### src/rtl/sof_transmit.sv
// sof_transmit: host-side start-of-frame generator.
// Runs the frame timer, keeps the 11-bit frame number and, on every frame
// boundary, requests the shared send-packet path, issues one SOF write strobe
// and holds the request until the packet has left the send-packet block.
module sof_transmit #(
    parameter int CLKS_PER_FRAME = 48000
) (
    input  logic        clk,
    input  logic        rst,
    input  logic        SOFEnable,
    input  logic        SOFTxGnt,
    input  logic        sendPacketRdy,
    output logic        SOFTxReq,
    output logic        SOF_SP_WEn,
    output logic [10:0] SOFFrameNum,
    output logic [10:0] frameNum,
    output logic [15:0] SOFTimer,
    output logic        SOFSent,
    output logic        SOFOverrun
);

    typedef enum logic [2:0] {
        SOF_IDLE      = 3'd0,
        SOF_WAIT_GNT  = 3'd1,
        SOF_WAIT_RDY  = 3'd2,
        SOF_WAIT_BUSY = 3'd3,
        SOF_WAIT_DONE = 3'd4
    } sofState_t;

    localparam logic [15:0] LAST_COUNT = 16'(CLKS_PER_FRAME - 1);

    sofState_t   state;
    sofState_t   nextState;
    logic        frameTick;
    logic [15:0] nextTimer;
    logic [10:0] nextFrameNum;
    logic [10:0] nextSOFFrameNum;
    logic        nextTxReq;
    logic        nextWEn;
    logic        nextSent;
    logic        nextOverrun;

    // Frame timer and running frame number; disabling parks the timer at 0.
    always_comb begin
        frameTick    = SOFEnable && (SOFTimer == LAST_COUNT);
        nextTimer    = SOFTimer;
        nextFrameNum = frameNum;
        if (!SOFEnable) begin
            nextTimer = 16'd0;
        end else if (frameTick) begin
            nextTimer = 16'd0;
        end else begin
            nextTimer = SOFTimer + 16'd1;
        end
        if (frameTick) begin
            nextFrameNum = frameNum + 11'd1;
        end else begin
            nextFrameNum = frameNum;
        end
    end

    // SOF handshake: next state plus next values of every registered output.
    always_comb begin
        nextState       = state;
        nextTxReq       = SOFTxReq;
        nextSOFFrameNum = SOFFrameNum;
        nextWEn         = 1'b0;
        nextSent        = 1'b0;
        // A boundary while an SOF is still in flight is flagged but not queued.
        nextOverrun     = frameTick && (state != SOF_IDLE);
        case (state)
            SOF_IDLE: begin
                if (frameTick) begin
                    nextState       = SOF_WAIT_GNT;
                    nextTxReq       = 1'b1;
                    nextSOFFrameNum = frameNum + 11'd1;
                end else begin
                    nextState = SOF_IDLE;
                end
            end
            SOF_WAIT_GNT: begin
                if (SOFTxGnt) begin
                    nextState = SOF_WAIT_RDY;
                end else begin
                    nextState = SOF_WAIT_GNT;
                end
            end
            SOF_WAIT_RDY: begin
                if (sendPacketRdy) begin
                    nextState = SOF_WAIT_BUSY;
                    nextWEn   = 1'b1;
                end else begin
                    nextState = SOF_WAIT_RDY;
                end
            end
            SOF_WAIT_BUSY: begin
                // Ready falling shows the send-packet block took the write.
                if (!sendPacketRdy) begin
                    nextState = SOF_WAIT_DONE;
                end else begin
                    nextState = SOF_WAIT_BUSY;
                end
            end
            SOF_WAIT_DONE: begin
                if (sendPacketRdy) begin
                    nextState = SOF_IDLE;
                    nextTxReq = 1'b0;
                    nextSent  = 1'b1;
                end else begin
                    nextState = SOF_WAIT_DONE;
                end
            end
            default: begin
                nextState = SOF_IDLE;
                nextTxReq = 1'b0;
            end
        endcase
    end

    // State and output registers with synchronous reset.
    always_ff @(posedge clk) begin
        if (rst) begin
            state       <= SOF_IDLE;
            SOFTimer    <= 16'd0;
            frameNum    <= 11'd0;
            SOFFrameNum <= 11'd0;
            SOFTxReq    <= 1'b0;
            SOF_SP_WEn  <= 1'b0;
            SOFSent     <= 1'b0;
            SOFOverrun  <= 1'b0;
        end else begin
            state       <= nextState;
            SOFTimer    <= nextTimer;
            frameNum    <= nextFrameNum;
            SOFFrameNum <= nextSOFFrameNum;
            SOFTxReq    <= nextTxReq;
            SOF_SP_WEn  <= nextWEn;
            SOFSent     <= nextSent;
            SOFOverrun  <= nextOverrun;
        end
    end

endmodule

### config.mk
export PLATFORM = sky130hd
export DESIGN_NAME = sof_transmit
export DESIGN_NICKNAME = d
export VERILOG_FILES = /design/src/rtl/sof_transmit.sv
export SDC_FILE = /design/constraint.sdc
export NUM_CORES = 1
export LEC_CHECK = 0
export ABC_AREA = 1
export CAP_MARGIN = 20
export CORE_AREA = 2 2 137 72
export DETAILED_ROUTE_END_ITERATION = 16
export DIE_AREA = 0 0 139 74
export HOLD_SLACK_MARGIN = 0.06
export SKIP_LAST_GASP = 1
export SLEW_MARGIN = 20
export SYNTH_ARGS = -nofsm -noshare
export SYNTH_HDL_FRONTEND = slang
export SYNTH_SLANG_ARGS = --single-unit
export TNS_END_PERCENT = 5
### constraint.sdc
create_clock -name clk -period 1.4 [get_ports clk]
set_input_delay 0.28 -clock clk [delete_from_list [all_inputs] [get_ports clk]]
set_output_delay 0.28 -clock clk [all_outputs]
set_load 0.02 [all_outputs]
==> metrics.md, run 1 <==
| Metric | Value |
|---|---|
| Diode count | `0` |
| Max Fclk | `613 MHz` |
| Period utilization | `1.17` |
| Final Hold Slack | `0.511 ns` |
| Die width | `139 um` |
| Post-synth net total | `336` |
| Initial antenna violation count | `0` |
| Crit path required time | `1.12 ns` |
| # fillers | `970` |
| Worst setup SP type | `flop` |
| Worst r2r dst | `SOFFrameNum[8]` |
| CTS Root Buffer Type | `clkbuf_16` |
| Vias in the first global route | `2167` |
| DRC Markers | `0` |
| Hold path cells | `4` |
| Overall routing resource usage | `0.134` |
| Leak | `1.42 nW` |
| Clock power frac | `0.476` |
| Multi-input logic area | `0.00112 mm^2` |
| Synth warn | `0` |
| Area Overhead vs Synth | `49.6%` |
| Hold path start | `SOFFrameNum[10]` |
| R2R setup slack | `-0.09 ns` |
| Commonest cells after routing, fill and taps aside | `nand2_1, nor2_1, inv_1, buf_4` |
| Pwr/cell area | `784 mW/mm^2` |
| Post-route ant nets | `0` |
| Syn Area/Cell | `6.74 um^2` |
| Non-filler cells, final | `541` |
| Post-synthesis mux area share | `0` |
| Setup Viol. Count Final | `54` |
| Synth Area in Compound Gates | `0.0615` |
| Via Count | `2284` |
| Hold endpoint | `SOFFrameNum[10]` |
| CTS tree | `yes` |
| Commonest non-fill, non-tap cell in the layout | `nand2_1` |
| Drt first-iter violations | `152` |
| Simple-Gate Fraction of Synth Area | `0.396` |
| Final instance area | `0.00332 mm^2` |
| Post-Syn Area | `0.00222 mm^2` |
| H-tree depth | `2` |
| Row count | `25` |
| Slew Viols, Final | `0` |
| Clk Latency, worst-skew pair | `0.29 ns` |
| Worst-Margin Slew | `0.355 ns` |
| Nets | `426` |
| Die Area | `0.0103 mm^2` |
| Sequential share of power | `0.493` |
| Dpl cells | `533` |
| Yosys cell types | `30` |
| Dpl hpwl | `5040 um` |
| Sequential share of the synthesized area | `0.407` |
| Share of cells above drive strength 1 | `0.176` |
| Drt pass-1 iters | `4` |
| Switching Share | `0.233` |
| Final Hold Viols | `0` |
| TritonCTS Sinks | `45` |
| Pre-CTS setup slack | `-0.318 ns` |
| CTS Buffer Depth | `2` |
| CP Capture Type | `output port` |
| Worst-case reg-to-reg path depth | `7` |
| WL final | `6330 um` |
| Psw | `0.607 mW` |
| FF-to-FF Start | `frameNum[0]` |
| GRT overflow | `0` |
| First-pass GRT wire length | `10800 um` |
| Post-Route Setup TNS | `-5.98 ns` |
| Core footprint | `0.00913 mm^2` |
| Max-cap viol count | `0` |
| Fin Clk Skew | `0.00591 ns` |
| Setup Fix Bufs, Post-CTS | `0` |
| Die H | `74 um` |
| Largest family of logic cells by synthesized area | `simple AND/OR/NAND/NOR gates` |
| Status | `finished, violations left` |
| Syn Inst Count | `329` |
| Worst Hold Class | `reg -> reg` |
| CTS Buf Count | `5` |
| Register area | `913 um^2` |
| Failing checks | `negative setup slack` |
| Starting Density | `0.243` |
| Final core occ | `0.363` |
| Final GP Congestion | `0.906` |
| CP Max Fanout | `3` |
| Drt wl/cell | `11.7 um` |
| Setup WS post-layout | `-0.233 ns` |
| Pin count of the biggest net entering global routing | `17` |
| Hold-fix buffers, CTS | `0` |
| Xor/xnor share of the synthesized area | `0.0237` |
| Maximum VDD drop | `0.440 mV` |
| Drt via density | `4.22` |
| Crit path DAT | `1.35 ns` |
| Slew HR | `0.762` |
| Tmin final | `1.63 ns` |
| Number of synthesized register bits | `45` |
| Crit Path Category | `reg -> out` |
| Port buffer count | `46` |
| Clock transition at path regs | `0.07 ns` |
| Comb power frac | `0.031` |
| Post-Synth Adder-Cell Area | `0.0113` |
| RSZ-0062 raised after global routing | `true` |
| Ports | `47` |
| Pwr Total | `2.60 mW` |
| Internal Power | `1.99 mW` |
| Placed Instance Area | `0.00316 mm^2` |
synthesized netlist by cell type:
| library cell | count | area, um^2 |
|---|---|---|
| nand2_1 | 84 | 315 |
| nand3b_1 | 2 | 15.0 |
| buf_4 | 2 | 15.0 |
| xor2_1 | 4 | 35.0 |
| nor2_4 | 1 | 11.3 |
| or2_2 | 1 | 6.26 |
| buf_6 | 2 | 22.5 |
| o21ai_0 | 12 | 60.1 |
| nand3_4 | 1 | 17.5 |
| xnor2_1 | 2 | 17.5 |
| nor2_2 | 3 | 18.8 |
| nand2_2 | 2 | 12.5 |
| nand4_1 | 11 | 68.8 |
| dfxtp_1 | 45 | 901 |
| a211oi_1 | 1 | 7.51 |
| nor3_1 | 12 | 60.1 |
| ha_1 | 2 | 25.0 |
| nand3_1 | 18 | 90.1 |
| clkinv_2 | 1 | 5.00 |
| buf_2 | 1 | 5.00 |
| o21ai_1 | 1 | 5.00 |
| o211ai_1 | 1 | 7.51 |
| inv_2 | 2 | 7.51 |
| a31oi_1 | 1 | 6.26 |
| nor2_1 | 59 | 221 |
| nor2_8 | 1 | 20.0 |
| nand3_2 | 2 | 20.0 |
| inv_1 | 43 | 161 |
| a21oi_1 | 10 | 50.1 |
| clkbuf_1 | 2 | 7.51 |
state kept, by name, summed over array words and instances (netlist names):
register	cells
SOF_SP_WEn	1
SOFTimer	16
SOFOverrun	1
SOFTxReq	1
SOFFrameNum	11
SOFSent	1
state	3
frameNum	11
logic make-up (layout without fill, tap and decap cells):
| logic type | Yosys count | count (layout) |
|---|---|---|
| AO/OA/AOI/OAI | 26 | 26 |
| buffers and inverters | 53 | 144 |
| AND/OR/NAND/NOR | 197 | 197 |
| flip-flops | 45 | 45 |
| adder cells (fa/ha/maj) | 2 | 2 |
| XOR/XNOR | 6 | 6 |
power by group through the flow:
stage,clock (mW),sequential [mW],combinational [mW]
finish,1.24,1.28,0.0807
detailed placement,0,1.31,0.0808
global placement,0,1.31,0.0809
CTS,1.29,1.28,0.0814
global route,1.34,1.28,0.0901
floorplan,0,1.32,0.0297
worst max-delay path, stage by stage (launching register included):
cell	delay [ns]
dfxtp_4	0.36
buf_4	0.11
clkdlybuf4s50_1	0.59
metal layers:
metal  share of wire  global-route usage  up-vias  routed length (um)
li1                -                   -     1223                   -
met1            0.57               0.205      997                3580
met2            0.37               0.183       60                2340
met3           0.059              0.0341        4                 372
met4          0.0062              0.0370        0                  39
met5               0                   0        -                   0
timing repair:
item                                    4_1_cts  5_1_grt
hold endpoints to repair                      0        0
cloned                                        0        0
endpoints found under the setup margin       62       82
gates resized for setup                       4        4
worst max path at each step:
stage,start,end,cells past startpoint
6_report,SOFTimer[0],SOFTimer[0],2
5_1_grt,frameNum[3],frameNum[3],1
4_1_cts,SOFTimer[9],SOFTimer[9],1
3_5_place_dp,SOFEnable,SOFFrameNum[10],8
3_3_place_gp,SOFEnable,SOFFrameNum[10],8
2_1_floorplan,SOFTimer[5],SOFFrameNum[10],8
layout make-up:
class | count | area share
Clock inverter | 3 | 0.00755
Sequential cell | 45 | 0.275
Clock buffer | 5 | 0.0377
Inverter | 46 | 0.0525
Timing Repair Buffer | 90 | 0.245
Multi-Input combinational cell | 231 | 0.337
Tap cell | 121 | 0.0457
Note: power is estimated with default switching activity, not from simulation.
==> run 2, diff against run 1 <==
- HOLD_SLACK_MARGIN: 0.06 -> 0.03
==> results of run 2 <==
Final layout, timing and power as in run 1 (identical DEF).
==> run 3, diff against run 2 <==
- ABC_AREA: 1 -> 0
- ABC_CLOCK_PERIOD_IN_PS: default -> 1400
- CORE_AREA: 2 2 137 72 -> 2 2 132 70
- DIE_AREA: 0 0 139 74 -> 0 0 134 72
==> metrics.md, run 3 <==
| Metric | Value |
|---|---|
| Tmin final | `1.85 ns (+0.220 ns)` |
| Vias in the first global route | `2111 (-2.6%)` |
| Die width | `134 um (-3.6%)` |
| Final Hold Slack | `0.464 ns (-0.0475 ns)` |
| Top Registers | `SOFTimer: 16 flops, SOFFrameNum: 11 flops, frameNum: 11 flops` |
| Crit Path Category | `reg -> reg` |
| CP Max Fanout | `6 (+3)` |
| Psw | `0.551 mW (-9.1%)` |
| Top cells by count, synth | `dfxtp_1, a21oi_1, nor2_1` |
| Pwr Total | `2.53 mW (-2.8%)` |
| FFs w/ async S/R, synth | `0 (unchanged)` |
| Pwr/cell area | `737 mW/mm^2 (-6.0%)` |
| Overall routing resource usage | `0.135 (+0.00141)` |
| Failing checks | `negative setup slack` |
| Area Overhead vs Synth | `67.0%` |
| Synth top area share | `0.439 (+0.0322)` |
| Crit path required time | `1.61 ns (+0.49 ns)` |
| Clock transition at path regs | `0.07 ns (about the same)` |
| Worst Hold Class | `reg -> reg` |
| Clk Latency, worst-skew pair | `0.29 ns (about the same)` |
| Commonest non-fill, non-tap cell in the layout | `buf_4` |
| Slew HR | `0.744 (-0.0174)` |
| CP delay by family, top | `simple AND/OR/NAND/NOR gates` |
| Critical path depth | `5 (+3)` |
| Number of synthesized register bits | `45 (unchanged)` |
| Primary FF master, synth | `dfxtp_1` |
| Worst-Margin Slew | `0.379 ns (+0.0236 ns)` |
| Port buffer count | `46 (unchanged)` |
| Commonest cells after routing, fill and taps aside | `buf_4, clkdlybuf4s50_1, dfxtp_1` |
| Syn Inst Count | `247 (-25%)` |
| Worst r2r dst | `frameNum[10]` |
| Worst path cell trace | `nand4bb_4 -> or4_4 -> buf_12 -> or3_1 -> a21oi_1` |
| Core footprint | `0.00844 mm^2 (-7.6%)` |
| Sequential share of the synthesized area | `0.439 (+0.0322)` |
| TritonCTS Sinks | `45 (unchanged)` |
| Hold-fix buffers, CTS | `0 (unchanged)` |
| Slowest stage delay, CP | `0.60 ns (about the same)` |
| Pin count of the biggest net entering global routing | `17 (unchanged)` |
| Die H | `72 um (-2.7%)` |
| Setup Viol. Count Final | `83 (+54%)` |
| Placed Instance Area | `0.00317 mm^2 (+0.48%)` |
| GRT overflow | `0 (unchanged)` |
| Crit path DAT | `2.06 ns (+0.71 ns)` |
| Non-filler cells, final | `478 (-12%)` |
| FF-to-FF Start | `SOFTimer[7]` |
| Synth area leaders | `dfxtp_1, a21oi_1, xnor2_1` |
| Sequential share of power | `0.507 (+0.014)` |
| CTS Buffer Depth | `2 (unchanged)` |
| DRC Markers | `0 (unchanged)` |
| Status | `finished, violations left` |
| Final GP Congestion | `0.822 (-9.3%)` |
| H-tree depth | `2 (unchanged)` |
| Dpl cells | `464 (-13%)` |
| Setup WS post-layout | `-0.453 ns (-0.220 ns)` |
| First-pass GRT wire length | `10300 um (-4.2%)` |
| CTS tree | `yes` |
| CTS Buf Count | `5 (unchanged)` |
| Slowest CP cell | `or4_4` |
| CP Capture Type | `flop` |
| Synth area leader | `dfxtp_1` |
| Post-synth EDFFs | `0 (unchanged)` |
| Ports | `47 (unchanged)` |
| Max-cap viol count | `0 (unchanged)` |
| CP endpoint | `frameNum[10]` |
| WP buf/inv | `1 (-1)` |
| Period utilization | `1.32 (+0.157)` |
| Worst-case reg-to-reg path depth | `5 (-2)` |
| Starting Density | `0.243 (+0.000725)` |
| Leak | `1.22 nW (-14%)` |
| Share of cells above drive strength 1 | `0.291 (+0.115)` |
| Maximum VDD drop | `0.480 mV (+9.2%)` |
| Slew Viols, Final | `0 (unchanged)` |
| Worst setup SP type | `flop` |
| Switching Share | `0.218 (-0.0152)` |
| WL final | `6320 um (-0.22%)` |
| Dpl hpwl | `4860 um (-3.6%)` |
| Internal Power | `1.98 mW (-0.86%)` |
| Post-Syn Area | `0.00205 mm^2 (-7.3%)` |
| Initial antenna violation count | `0 (unchanged)` |
| Post-synth net total | `254 (-24%)` |
| Via Count | `2154 (-5.7%)` |
| Comb power frac | `0.034 (+0.003)` |
| Post-Route Setup TNS | `-22.86 ns (-16.88 ns)` |
| Drt pass-1 iters | `4 (unchanged)` |
| Nets | `367 (-14%)` |
| Final core occ | `0.406 (+0.0433)` |
| Pre-CTS setup slack | `-0.865 ns (-0.547 ns)` |
| Diode count | `0 (unchanged)` |
| RSZ-0062 raised after global routing | `true` |
| Drt first-iter violations | `127 (-16%)` |
| Fin Clk Skew | `0.0113 ns (+0.00535 ns)` |
| Row count | `24 (-4.0%)` |
| Yosys cell types | `35 (+17%)` |
| Largest register FFs | `16 (unchanged)` |
| Final Hold Viols | `0 (unchanged)` |
| R2R setup slack | `-0.45 ns (-0.36 ns)` |
| CTS Root Buffer Type | `clkbuf_16` |
| Post-route ant nets | `0 (unchanged)` |
| Count leader, synth | `dfxtp_1` |
| Final instance area | `0.00343 mm^2 (+3.4%)` |
| Drt wl/cell | `13.2 um (+13%)` |
| Synth warn | `0 (unchanged)` |
| Max Fclk | `540 MHz (-12%)` |
| Drt via density | `4.51 (+6.7%)` |
| Clock power frac | `0.459 (-0.017)` |
| CP Launch Point | `SOFTimer[7]` |
| Largest reg by FF count | `SOFTimer` |
| Syn Area/Cell | `8.31 um^2 (+23%)` |
| Die Area | `0.00965 mm^2 (-6.2%)` |
| # fillers | `838 (-14%)` |
==> run 3: cell types whose count changed after synthesis, moves of 4 or more <==
cell      change
nor2_1       -35
o21ai_0       +7
or3_1        +15
clkbuf_1      +7
a21oi_1      +16
xnor2_1      +12
inv_1        -35
nand4_1       -5
o21a_1        +4
nand2_1      -71
nor4_1        +6
==> run 3: tightest hold or removal path: stages, from the launching register on <==
cell and delay (ns):
dfxtp_1 0.32, nand2_1 0.06, a21oi_1 0.05
==> run 3: power groups by stage <==
stage | Clock, mW | Sequential, mW | Combinational (mW)
6_report | 1.16 | 1.28 | 0.0860
5_1_grt | 1.27 | 1.28 | 0.0942
4_1_cts | 1.21 | 1.28 | 0.0869
3_5_place_dp | 0 | 1.31 | 0.0863
3_3_place_gp | 0 | 1.31 | 0.0858
2_1_floorplan | 0 | 1.32 | 0.0254
==> run 3: cell type report <==
class	count	area, um^2	area share
Clock buffer	5	125	0.0365
Inverter	8	30.0	0.00876
Timing Repair Buffer	120	1070	0.312
Tap cell	117	146	0.0427
Clock inverter	3	17.5	0.00511
Sequential cell	45	922	0.269
Multi-Input combinational cell	180	1120	0.326
==> run 3: how the worst min path moves through the flow <==
stage / from / endpoint / depth (start not counted) / slack (ns)
floorplan: rst / state[0] / 1 / 0.36
global placement: SOFTxReq / SOFTxReq / 2 / 0.44
detailed placement: SOFTxReq / SOFTxReq / 2 / 0.47
CTS: SOFTxReq / SOFTxReq / 2 / 0.48
global route: SOFTxReq / SOFTxReq / 2 / 0.50
finish: SOFTxReq / SOFTxReq / 2 / 0.46
==> run 3: cells by family (layout without fill, tap and decap cells) <==
kind of cell             after synthesis  after routing  synth area share
adder cells (fa/ha/maj)                2              2            0.0122
XOR/XNOR                              18             18            0.0768
buffers and inverters                 22            136            0.0439
multiplexers                           1              1           0.00548
AND/OR/NAND/NOR                      101            101             0.261
AO/OA/AOI/OAI                         58             58             0.161
flip-flops                            45             45             0.439
==> run 3: repair_timing <==
action	in CTS	in global routing
pin swaps	2	4
gates cloned	0	1
setup endpoints to repair	83	83
resized for setup	4	7
buffers inserted	4	1
==> run 3: layer usage <==
layer | part of all wire | global-route usage
met1 | 0.53 | 0.198
met2 | 0.40 | 0.197
met3 | 0.061 | 0.0363
met4 | 0.011 | 0.0319
met5 | 0 | 0
